**src/rtl/apb_pkg.sv**
```systemverilog
// Shared types, widths and port-code helpers for the APB initiator.
package apb_pkg;

  localparam int unsigned DATA_W = 32;
  localparam int unsigned ADDR_W = 12;
  localparam int unsigned PORT_W = 3;
  localparam int unsigned NPORT  = 6;
  localparam int unsigned CNT_W  = 8;

  typedef enum logic [1:0] {
    IDLE   = 2'd0,
    SETUP  = 2'd1,
    ACCESS = 2'd2,
    RESP   = 2'd3
  } state_e;

  localparam logic [PORT_W-1:0] PORT1 = 3'b010;
  localparam logic [PORT_W-1:0] PORT2 = 3'b011;
  localparam logic [PORT_W-1:0] PORT3 = 3'b100;
  localparam logic [PORT_W-1:0] PORT4 = 3'b101;
  localparam logic [PORT_W-1:0] PORT5 = 3'b110;
  localparam logic [PORT_W-1:0] PORT6 = 3'b111;

  typedef struct packed {
    logic              write;
    logic [PORT_W-1:0] port;
    logic [ADDR_W-1:0] addr;
    logic [DATA_W-1:0] wdata;
  } apb_req_t;

  function automatic logic port_valid(input logic [PORT_W-1:0] code);
    return code >= PORT1;
  endfunction

  function automatic logic [NPORT-1:0] port_onehot(input logic [PORT_W-1:0] code);
    logic [NPORT-1:0] oh;
    oh = '0;
    case (code)
      PORT1:   oh = 6'b000001;
      PORT2:   oh = 6'b000010;
      PORT3:   oh = 6'b000100;
      PORT4:   oh = 6'b001000;
      PORT5:   oh = 6'b010000;
      PORT6:   oh = 6'b100000;
      default: oh = '0;
    endcase
    return oh;
  endfunction

endpackage

```
**src/rtl/apb_rsp_mux.sv**
```systemverilog
// Selects the addressed peripheral's prdata/pready/pslverr by port index.
module apb_rsp_mux
  import apb_pkg::*;
(
  input  logic [PORT_W-1:0]       idx_i,
  input  logic [NPORT*DATA_W-1:0] prdata_i,
  input  logic [NPORT-1:0]        pready_i,
  input  logic [NPORT-1:0]        pslverr_i,
  output logic [DATA_W-1:0]       rdata_o,
  output logic                    ready_o,
  output logic                    err_o
);

  always_comb begin
    rdata_o = '0;
    ready_o = 1'b0;
    err_o   = 1'b0;
    for (int i = 0; i < NPORT; i++) begin
      if (idx_i == PORT_W'(i)) begin
        rdata_o = prdata_i[i*DATA_W +: DATA_W];
        ready_o = pready_i[i];
        err_o   = pslverr_i[i];
      end
    end
  end

endmodule

```
**src/rtl/apb_initiator.sv**
```systemverilog
// APB initiator: one host request becomes a SETUP/ACCESS transfer to one of
// six peripheral ports, with the result returned on a valid/ready channel.
module apb_initiator
  import apb_pkg::*;
#(
  parameter int unsigned TIMEOUT = 16
) (
  input  logic                    clk,
  input  logic                    rst,
  input  logic                    req_valid,
  output logic                    req_ready,
  input  logic                    req_write,
  input  logic [PORT_W-1:0]       req_port,
  input  logic [ADDR_W-1:0]       req_addr,
  input  logic [DATA_W-1:0]       req_wdata,
  output logic                    rsp_valid,
  input  logic                    rsp_ready,
  output logic [DATA_W-1:0]       rsp_rdata,
  output logic                    rsp_err,
  output logic [NPORT-1:0]        psel,
  output logic                    penable,
  output logic                    pwrite,
  output logic [ADDR_W-1:0]       paddr,
  output logic [DATA_W-1:0]       pwdata,
  input  logic [NPORT*DATA_W-1:0] prdata,
  input  logic [NPORT-1:0]        pready,
  input  logic [NPORT-1:0]        pslverr
);

  state_e            state_q, state_d;
  apb_req_t          req_q, req_d;
  logic [CNT_W-1:0]  cnt_q, cnt_d;
  logic [DATA_W-1:0] rdata_q, rdata_d;
  logic              err_q, err_d;
  logic              req_ready_q, req_ready_d;
  logic              rsp_valid_q, rsp_valid_d;
  logic [NPORT-1:0]  psel_q, psel_d;
  logic              penable_q, penable_d;
  logic              pwrite_q, pwrite_d;
  logic [ADDR_W-1:0] paddr_q, paddr_d;
  logic [DATA_W-1:0] pwdata_q, pwdata_d;

  logic [DATA_W-1:0] sel_rdata;
  logic              sel_ready;
  logic              sel_err;
  logic              active;

  apb_rsp_mux u_rsp_mux (
    .idx_i     (req_q.port - PORT1),
    .prdata_i  (prdata),
    .pready_i  (pready),
    .pslverr_i (pslverr),
    .rdata_o   (sel_rdata),
    .ready_o   (sel_ready),
    .err_o     (sel_err)
  );

  // Next-state, response capture and next values of the registered APB outputs.
  always_comb begin
    state_d = state_q;
    req_d   = req_q;
    cnt_d   = cnt_q;
    rdata_d = rdata_q;
    err_d   = err_q;

    case (state_q)
      IDLE: begin
        if (req_valid && req_ready_q) begin
          req_d = '{write: req_write, port: req_port, addr: req_addr, wdata: req_wdata};
          cnt_d = '0;
          if (port_valid(req_port)) begin
            state_d = SETUP;
          end else begin
            state_d = RESP;
            rdata_d = '0;
            err_d   = 1'b1;
          end
        end
      end
      SETUP: state_d = ACCESS;
      ACCESS: begin
        // pready takes priority over a timeout landing in the same cycle
        if (sel_ready) begin
          state_d = RESP;
          err_d   = sel_err;
          rdata_d = (req_q.write || sel_err) ? '0 : sel_rdata;
        end else if (cnt_q == CNT_W'(TIMEOUT - 1)) begin
          state_d = RESP;
          err_d   = 1'b1;
          rdata_d = '0;
        end else begin
          cnt_d = cnt_q + CNT_W'(1);
        end
      end
      RESP: begin
        if (rsp_ready) begin
          state_d = IDLE;
          rdata_d = '0;
          err_d   = 1'b0;
        end
      end
      default: state_d = IDLE;
    endcase

    active      = (state_d == SETUP) || (state_d == ACCESS);
    req_ready_d = (state_d == IDLE);
    rsp_valid_d = (state_d == RESP);
    psel_d      = active ? port_onehot(req_d.port) : '0;
    penable_d   = (state_d == ACCESS);
    pwrite_d    = active && req_d.write;
    paddr_d     = active ? req_d.addr : '0;
    pwdata_d    = active ? req_d.wdata : '0;
  end

  always_ff @(posedge clk or negedge rst) begin
    if (!rst) begin
      state_q     <= IDLE;
      req_q       <= '0;
      cnt_q       <= '0;
      rdata_q     <= '0;
      err_q       <= 1'b0;
      req_ready_q <= 1'b0;
      rsp_valid_q <= 1'b0;
      psel_q      <= '0;
      penable_q   <= 1'b0;
      pwrite_q    <= 1'b0;
      paddr_q     <= '0;
      pwdata_q    <= '0;
    end else begin
      state_q     <= state_d;
      req_q       <= req_d;
      cnt_q       <= cnt_d;
      rdata_q     <= rdata_d;
      err_q       <= err_d;
      req_ready_q <= req_ready_d;
      rsp_valid_q <= rsp_valid_d;
      psel_q      <= psel_d;
      penable_q   <= penable_d;
      pwrite_q    <= pwrite_d;
      paddr_q     <= paddr_d;
      pwdata_q    <= pwdata_d;
    end
  end

  assign req_ready = req_ready_q;
  assign rsp_valid = rsp_valid_q;
  assign rsp_rdata = rdata_q;
  assign rsp_err   = err_q;
  assign psel      = psel_q;
  assign penable   = penable_q;
  assign pwrite    = pwrite_q;
  assign paddr     = paddr_q;
  assign pwdata    = pwdata_q;

endmodule

```
**config.mk**
```make
export PLATFORM = sky130hd
export DESIGN_NAME = apb_initiator
export DESIGN_NICKNAME = d
export VERILOG_FILES = /design/src/rtl/apb_pkg.sv /design/src/rtl/apb_rsp_mux.sv /design/src/rtl/apb_initiator.sv
export SDC_FILE = /design/constraint.sdc
export NUM_CORES = 1
export LEC_CHECK = 0
export ABC_AREA = 1
export BUFFER_PORTS_ARGS = -buffer_cell sky130_fd_sc_hd__buf_4
export CAP_MARGIN = 20
export CORE_ASPECT_RATIO = 0.9
export CORE_MARGIN = 3
export CORE_UTILIZATION = 45
export DETAILED_ROUTE_END_ITERATION = 16
export GPL_ROUTABILITY_DRIVEN = 0
export GPL_TIMING_DRIVEN = 0
export PLACE_DENSITY = 0.9
export SLEW_MARGIN = 20
export SYNTH_ARGS = -nofsm -noshare
export SYNTH_HDL_FRONTEND = slang
export SYNTH_HIERARCHICAL = 1
export SYNTH_SLANG_ARGS = --single-unit
export TNS_END_PERCENT = 100
```
**constraint.sdc**
```tcl
create_clock -name clk -period 6.85 [get_ports clk]
set_input_delay 1.37 -clock clk [delete_from_list [all_inputs] [get_ports clk]]
set_output_delay 1.37 -clock clk [all_outputs]
set_load 0.02 [all_outputs]
```
-- Yosys cells after proc, flatten, opt, wreduce, memory -nomap -nowiden
Index checks and enable logic that the tools add are counted.
- add/subtract/negate cells: 2
- order comparisons: 1
- equal/unequal tests: 24
- multiplexer cells: 47
- reductions and logical operators: 11
- operators with widths (kind ; number):
    32-bit 2-to-1 mux ; 13
    48-bit 2-to-1 mux ; 2
    32-bit case mux with 3 select lines ; 1
    6-bit case mux with 6 select lines ; 1
    8-bit 2-to-1 mux ; 3
    3-bit equality test (second input constant) ; 6
    1-bit 2-to-1 mux ; 17
    8-bit case mux with 2 select lines ; 1
    3-bit by 2-bit equality test with 1-bit output (second input constant) ; 4
    12-bit 2-to-1 mux ; 1
    2-bit 2-to-1 mux ; 5
    2-bit != test (second input constant) ; 5
    8-bit by 1-bit adder with 8-bit output (second input constant) ; 1
    2-bit equality test (second input constant) ; 4
    8-bit by 4-bit equality test with 1-bit output (second input constant) ; 1
    2-bit case mux with 4 select lines ; 1
    6-bit 2-to-1 mux ; 1
    5-bit AND reduction ; 1
    2-bit by 1-bit equality test with 1-bit output (second input constant) ; 2
    2-bit zero test ; 2
    4-bit AND reduction ; 1
    3-bit by 1-bit equality test with 1-bit output (second input constant) ; 1
    3-bit by 2-bit greater-or-equal comparator with 1-bit output (second input constant) ; 1
    3-bit zero test ; 1
    7 further kinds ; 9
- bits in registers: 145
- output and inout port bits: 87
- word-level logic and storage cells: 100

-- Depth between registers and ports, before layout
- depth after elaboration: 13
- mapped depth: 16
- depth with buffers taken out: 14

-- By module
Netlist, hierarchy kept.
- by module, submodules not included (module ; instances ; cells each ; area each (µm²)):
    apb_initiator ; 1 ; 575 ; 5567.8
    apb_rsp_mux ; 1 ; 378 ; 1783.0

-- Worst setup path after synthesis
No wires, ideal clock.
- path type: input port to flip-flop
- from: in pready[1]
- to: reg paddr_q[10] (netlist: paddr[10])
- library setup time: 0.132 ns
- arrival: 2.776 ns
- setup slack: 3.942 ns
- stages on the path: 13
- buffers on the path: 1
- cells stage by stage: nand4_1 > nand2_1 > nor2_1 > nand4_1 > inv_1 > nand2_1 > nand2_1 > nand2_1 > inv_1 > ha_1 > inv_2 > clkbuf_1 > nor2_1
- word-level cells in the longest chain between the ends: 10
- elaborated cells between the ends (all ways): 11
- classes of those cells: eq/ne (2); mux (8); reduce/logical (1)
- ends and longest elaborated chain (item ; line ; source):
    start, declared ; apb_initiator.sv:26 ; input logic [NPORT-1:0] pready,
    1-bit 2-to-1 mux * (5 in a row) ; apb_rsp_mux.sv:19 ; if (idx_i == PORT_W'(i)) begin
    named net sel_ready ; apb_initiator.sv:44 ; logic sel_ready;
    2-bit 2-to-1 mux * ; apb_initiator.sv:83 ; if (sel_ready) begin
    2-bit case mux with 4 select lines * ; apb_initiator.sv:66 ; case (state_q)
    2-bit by 1-bit equality test with 1-bit output or 2-bit equality test (tied branches) ; apb_initiator.sv:105 ; active = (state_d == SETUP) || (state_d == ACCESS);
    1-bit logical OR * ; apb_initiator.sv:105 ;
    12-bit 2-to-1 mux * ; apb_initiator.sv:111 ; paddr_d = active ? req_d.addr : '0;
    named net paddr_d[10] ; apb_initiator.sv:40 ; logic [ADDR_W-1:0] paddr_q, paddr_d;
    end signal, assigned ; apb_initiator.sv:140 ; paddr_q <= paddr_d;
    end, declared ; apb_initiator.sv:40 ;
The timed path passes the listed nets; every way through them passes the cells marked *.
A chain may end at the register's enable or synchronous reset.

-- Worst setup path after layout
- from: reg req_q[46] in the netlist's numbering
- to: reg pwdata_q[7] (netlist: pwdata[7])
- word-level cells in the longest chain between the ends: 13
- elaborated cells between the ends (all ways): 19
- classes of those cells: add/sub (1); eq/ne (7); mux (9); reduce/logical (2)
- ends and longest elaborated chain (item ; line ; source):
    start, declared ; apb_initiator.sv:31 ; apb_req_t req_q, req_d;
    start signal, assigned ; apb_initiator.sv:131 ; req_q <= req_d;
    3-bit by 2-bit subtractor with 3-bit output * ; apb_initiator.sv:49 ; .idx_i (req_q.port - PORT1),
    3-bit zero test ; apb_rsp_mux.sv:19 ;
    1-bit 2-to-1 mux (5 in a row) ; apb_rsp_mux.sv:19 ;
    1-bit 2-to-1 mux * ; apb_rsp_mux.sv:19 ;
    named net sel_ready ; apb_initiator.sv:44 ;
    2-bit 2-to-1 mux * ; apb_initiator.sv:83 ;
    2-bit case mux with 4 select lines * ; apb_initiator.sv:66 ;
    2-bit by 1-bit equality test with 1-bit output or 2-bit equality test (tied branches) ; apb_initiator.sv:105 ;
    1-bit logical OR * ; apb_initiator.sv:105 ;
    32-bit 2-to-1 mux * ; apb_initiator.sv:112 ; pwdata_d = active ? req_d.wdata : '0;
    named net pwdata_d[7] ; apb_initiator.sv:41 ; logic [DATA_W-1:0] pwdata_q, pwdata_d;
    end signal, assigned ; apb_initiator.sv:141 ; pwdata_q <= pwdata_d;
    end, declared ; apb_initiator.sv:41 ;
Marks and branches as above.

==> impl_results.rst <==
.. list-table::
   :header-rows: 1

   * - Metric
     - Value
   * - Clock Path Buffers
     - 2
   * - Global-route total usage across every layer
     - 28.47%
   * - Total Nets Final
     - 1574
   * - Input/output buffers
     - 342
   * - Number of synthesis warnings
     - 6
   * - Number of iterations in the first detailed-routing pass
     - 6
   * - Post-detailed-route count of antenna-violating nets
     - 0
   * - Overflow left after global routing
     - 0
   * - Most utilized layer in the global route result
     - met2
   * - Placeable core region
     - 15710 µm²
   * - Depth of the worst register-to-register path
     - 16
   * - CP max stage cell
     - clkbuf_1
   * - Most frequent cell on the critical path
     - nand2_1
   * - Quantity of hold-fixing buffers added after cts
     - 0
   * - Class of the tightest hold or removal check
     - flop to flop
   * - Slew at the pin closest to its max-slew limit
     - 0.7216 ns
   * - Power per Cell Area
     - 461.9 nW/µm²
   * - Final clock skew
     - 0.01261 ns
   * - DRC marker count from the first detailed-route iteration
     - 453
   * - Clock sink total
     - 145
   * - Data arrival, critical path
     - 3.69 ns
   * - Unrepaired setup endpoints after global routing
     - no
   * - Count of flip-flops with a built-in enable after synthesis
     - 0
   * - Startpoint Class
     - flop
   * - Final max-slew violation count
     - 0
   * - R2r startpoint
     - req_q[46]$_DFF_PN0_
   * - Syn nets
     - 1212
   * - Post-synth cell types
     - 30
   * - Std-Cell Rows
     - 43
   * - Met2 usage in global routing
     - 48.54%
   * - Mapped Cells
     - 953
   * - Starting density of the core
     - 46.79%
   * - Pin count of the biggest net entering global routing
     - 98
   * - Layout cell share with drive strength beyond 1
     - 33.36%
   * - Clock tree root buffer cell
     - clkbuf_16
   * - Number of synthesized register bits
     - 145
   * - Area added between synthesis and finish
     - 46.65%
   * - Detailed placer's ending HPWL
     - 19990 µm
   * - Final setup violating endpoints
     - 0
   * - Main synth FF type
     - dfrtp_1
   * - DR WL/cell
     - 16.98 µm
   * - Area of the multi-input gates
     - 3012 µm²
   * - Post-CTS setup-driven buffer insertion count
     - 0
   * - Delay contributed by the slowest stage of the critical path
     - 0.42 ns
   * - Count of H-tree levels built during CTS
     - 4
   * - Multiplexer share of the synthesized area
     - 0%
   * - Fraction of the mapped netlist area in simple logic gates
     - 36.83%
   * - Peak supply drop
     - 0.3863 mV
   * - Status
     - finished clean
   * - Vertical die dimension
     - 127.3 µm
   * - Data required time of the worst path
     - 7.13 ns
   * - Sequential cell area fraction in the yosys report
     - 49.36%
   * - Final clock period utilization by the worst path
     - 49.73%
   * - Post-Syn Area
     - 7351 µm²
   * - Count of fill cells added during filler insertion
     - 1245
   * - Slack of the worst reg-to-reg path
     - 3.44 ns
   * - Seq. cell area
     - 3628 µm²
   * - Total power of the final layout
     - 4.979 mW
   * - Worst setup path startpoint
     - req_q[46]$_DFF_PN0_
   * - Sequence of cells on the critical path
     - xnor2_1, inv_2, buf_2, nand3_1, nand2_1, nor2_1, nand4_1, inv_1, nand2_1, nand2_1, nand2_1, inv_1, ha_1, inv_2, clkbuf_1, nor2_1
   * - Capturing element type of the critical path
     - flop
   * - Floorplan die area
     - 17910 µm²
   * - Post-synthesis share of cell area spent on full adders, half adders and majority gates
     - 0.5106%
   * - Number of antenna violations at the first check in global routing
     - 3
   * - Number of maximum-capacitance violations
     - 0
   * - Wire length of the first global-routing pass
     - 39670 µm
   * - Total routed wirelength
     - 26030 µm
   * - Critical register-to-register path endpoint
     - pwdata[7]$_DFF_PN0_
   * - Global routing met3 resource utilization
     - 9.244%
   * - Xor/xnor share of the synthesized area
     - 0.1191%
   * - Total Neg Setup Slack
     - 0 ns
   * - Via count of the first global-routing pass
     - 7714
   * - Via count of the routed design
     - 7817
   * - Synth Area in Compound Gates
     - 3.506%
   * - Die Wd
     - 140.7 µm
   * - Min Clock Period, post-route
     - 3.406 ns
   * - Capturing instance or port of the critical path
     - pwdata[7]$_DFF_PN0_
   * - Io pins
     - 343
   * - Area of all placed cells without fillers
     - 10780 µm²
   * - Post-CTS clock slew at the launch and capture registers of the worst setup and hold paths
     - 0.06 ns
   * - Static power due to leakage
     - 5.936 nW
   * - DRC violations left
     - 0
   * - Met1 track demand over resource
     - 32.88%
   * - Dominant combinational cell family by area after synthesis
     - simple AND/OR/NAND/NOR gates
   * - Final Hold Fails
     - 0
   * - Placed cell areas
     - 10210 µm²
   * - CTS buffer count
     - 17
   * - Slew margin rel.
     - 51.49%
   * - Syn avg cell area
     - 7.713 µm²
   * - Clock insertion delay at the later pin of the skew report
     - 0.42 ns
   * - Number of vias per cell after detailed routing
     - 5.099
   * - CP Class
     - flop to flop
   * - Number of gates resized after CTS
     - 0
   * - FFs w/ async S/R, synth
     - 100.0%
   * - Max Clock Freq
     - 293.6 MHz
   * - TritonCTS clock tree
     - done
   * - Largest driver fanout on the critical path
     - 10
==> worst max-delay path, delay by kind of cell, from the launching register on <==
family                     cells  cell delay [ns]
and+or+nand+nor                8             0.90
buffers and inverters          6             1.34
xor gates and xnor gates       1             0.35
adders and majority gates      1             0.28
DFF                            1             0.39
==> cell type report <==
class | count | share of cell area, %
Sequential cell | 145 | 33.66
Multi-Input combinational cell | 656 | 27.94
Timing Repair Buffer | 343 | 24.14
Clock buffer | 20 | 4.143
Inverter | 101 | 3.563
Buffer | 51 | 3.029
Tap cell | 202 | 2.344
Clock inverter | 12 | 1.114
Antenna cell | 3 | 0.06964
==> cells in the mapped netlist (2+ instances only) <==
master	count	area (µm²)
a21oi_1	2	10.01
buf_2	18	90.09
buf_6	15	168.9
clkbuf_1	18	67.56
dfrtp_1	145	3628
ha_1	3	37.54
inv_1	95	356.6
inv_2	4	15.01
inv_4	2	12.51
nand2_1	286	1074
nand2_2	3	18.77
nand3_1	48	240.2
nand4_1	70	437.9
nor2_1	135	506.7
nor2_2	2	12.51
nor3_1	2	10.01
nor3_4	3	48.80
nor3b_1	2	15.01
o21ai_0	17	85.08
o21ai_1	31	155.2
or2_0	6	37.54
or2_1	21	131.4
or2_2	18	112.6
==> cell usage in the layout, fill, tap and decap left out, types with 2 or more instances in the layout <==
| master | instances |
|---|---|
| buf_4 | 341 |
| nand2_2 | 3 |
| or2_2 | 18 |
| ha_1 | 3 |
| buf_2 | 18 |
| inv_6 | 6 |
| inv_1 | 95 |
| nand2_1 | 286 |
| clkinv_4 | 2 |
| clkinvlp_4 | 2 |
| clkbuf_1 | 20 |
| nand3_1 | 48 |
| diode_2 | 3 |
| o21ai_0 | 17 |
| nor3_1 | 2 |
| or2_1 | 21 |
| nor2_2 | 2 |
| inv_4 | 2 |
| o21ai_1 | 31 |
| dfrtp_1 | 145 |
| clkbuf_16 | 17 |
| nor3_4 | 3 |
| nand4_1 | 70 |
| inv_2 | 4 |
| a21oi_1 | 2 |
| nor2_1 | 135 |
| buf_6 | 15 |
| nor3b_1 | 2 |
| or2_0 | 6 |
==> per-stage QoR <==
step                hold slack [ns]  util (%)  worst slack, ns  std cells
floorplan                    0.4974         -            3.942        953
global placement             0.4565     64.74            3.127       1497
detailed placement           0.4599     64.96            3.089       1498
CTS                          0.4749     68.57            3.381       1530
global route                 0.4983     68.62            3.183       1533
finish                       0.4731     68.62            3.444       1533
==> metal layers <==
layer  vias to the layer above  routed length [µm]
met2                       400               12890
met1                      3616                9534
met4                         0                1017
met5                         -                   0
met3                        71                2587
li1                       3730                   -
==> power by group <==
part           internal, mW  switching [mW]
registers              1.26           0.164
clock network         0.516           0.371
logic                 0.974            1.70
total                  2.74            2.23
==> how the worst min path moves through the flow <==
stage,endpoint,startpoint,cells after the start
floorplan,cnt_q[3]$_DFFE_PN0P_,cnt_q[3]$_DFFE_PN0P_,2
global placement,rsp_rdata[13]$_DFFE_PN0P_,rsp_rdata[13]$_DFFE_PN0P_,2
detailed placement,rsp_rdata[24]$_DFFE_PN0P_,rsp_rdata[24]$_DFFE_PN0P_,2
CTS,rsp_rdata[3]$_DFFE_PN0P_,rsp_rdata[3]$_DFFE_PN0P_,2
global route,rsp_err$_DFFE_PN0P_,rsp_err$_DFFE_PN0P_,2
finish,rsp_rdata[3]$_DFFE_PN0P_,rsp_rdata[3]$_DFFE_PN0P_,2
==> flip-flops by register name, summed over array words and instances, names as in the netlist <==
name	count
penable	1
rsp_err	1
psel	6
req_ready	1
pwdata	32
req_q	48
state_q	2
pwrite	1
rsp_valid	1
rsp_rdata	32
paddr	12
cnt_q	8
==> cells by family (layout without fill, tap and decap cells) <==
logic type | after synthesis | count (layout)
AO/OA/AOI/OAI | 51 | 51
adder cells (fa/ha/maj) | 3 | 3
flip-flops | 145 | 145
buffers and inverters | 152 | 527
AND/OR/NAND/NOR | 601 | 601
XOR/XNOR | 1 | 1
other | 0 | 3
Note: power is estimated with default switching activity, not from simulation.
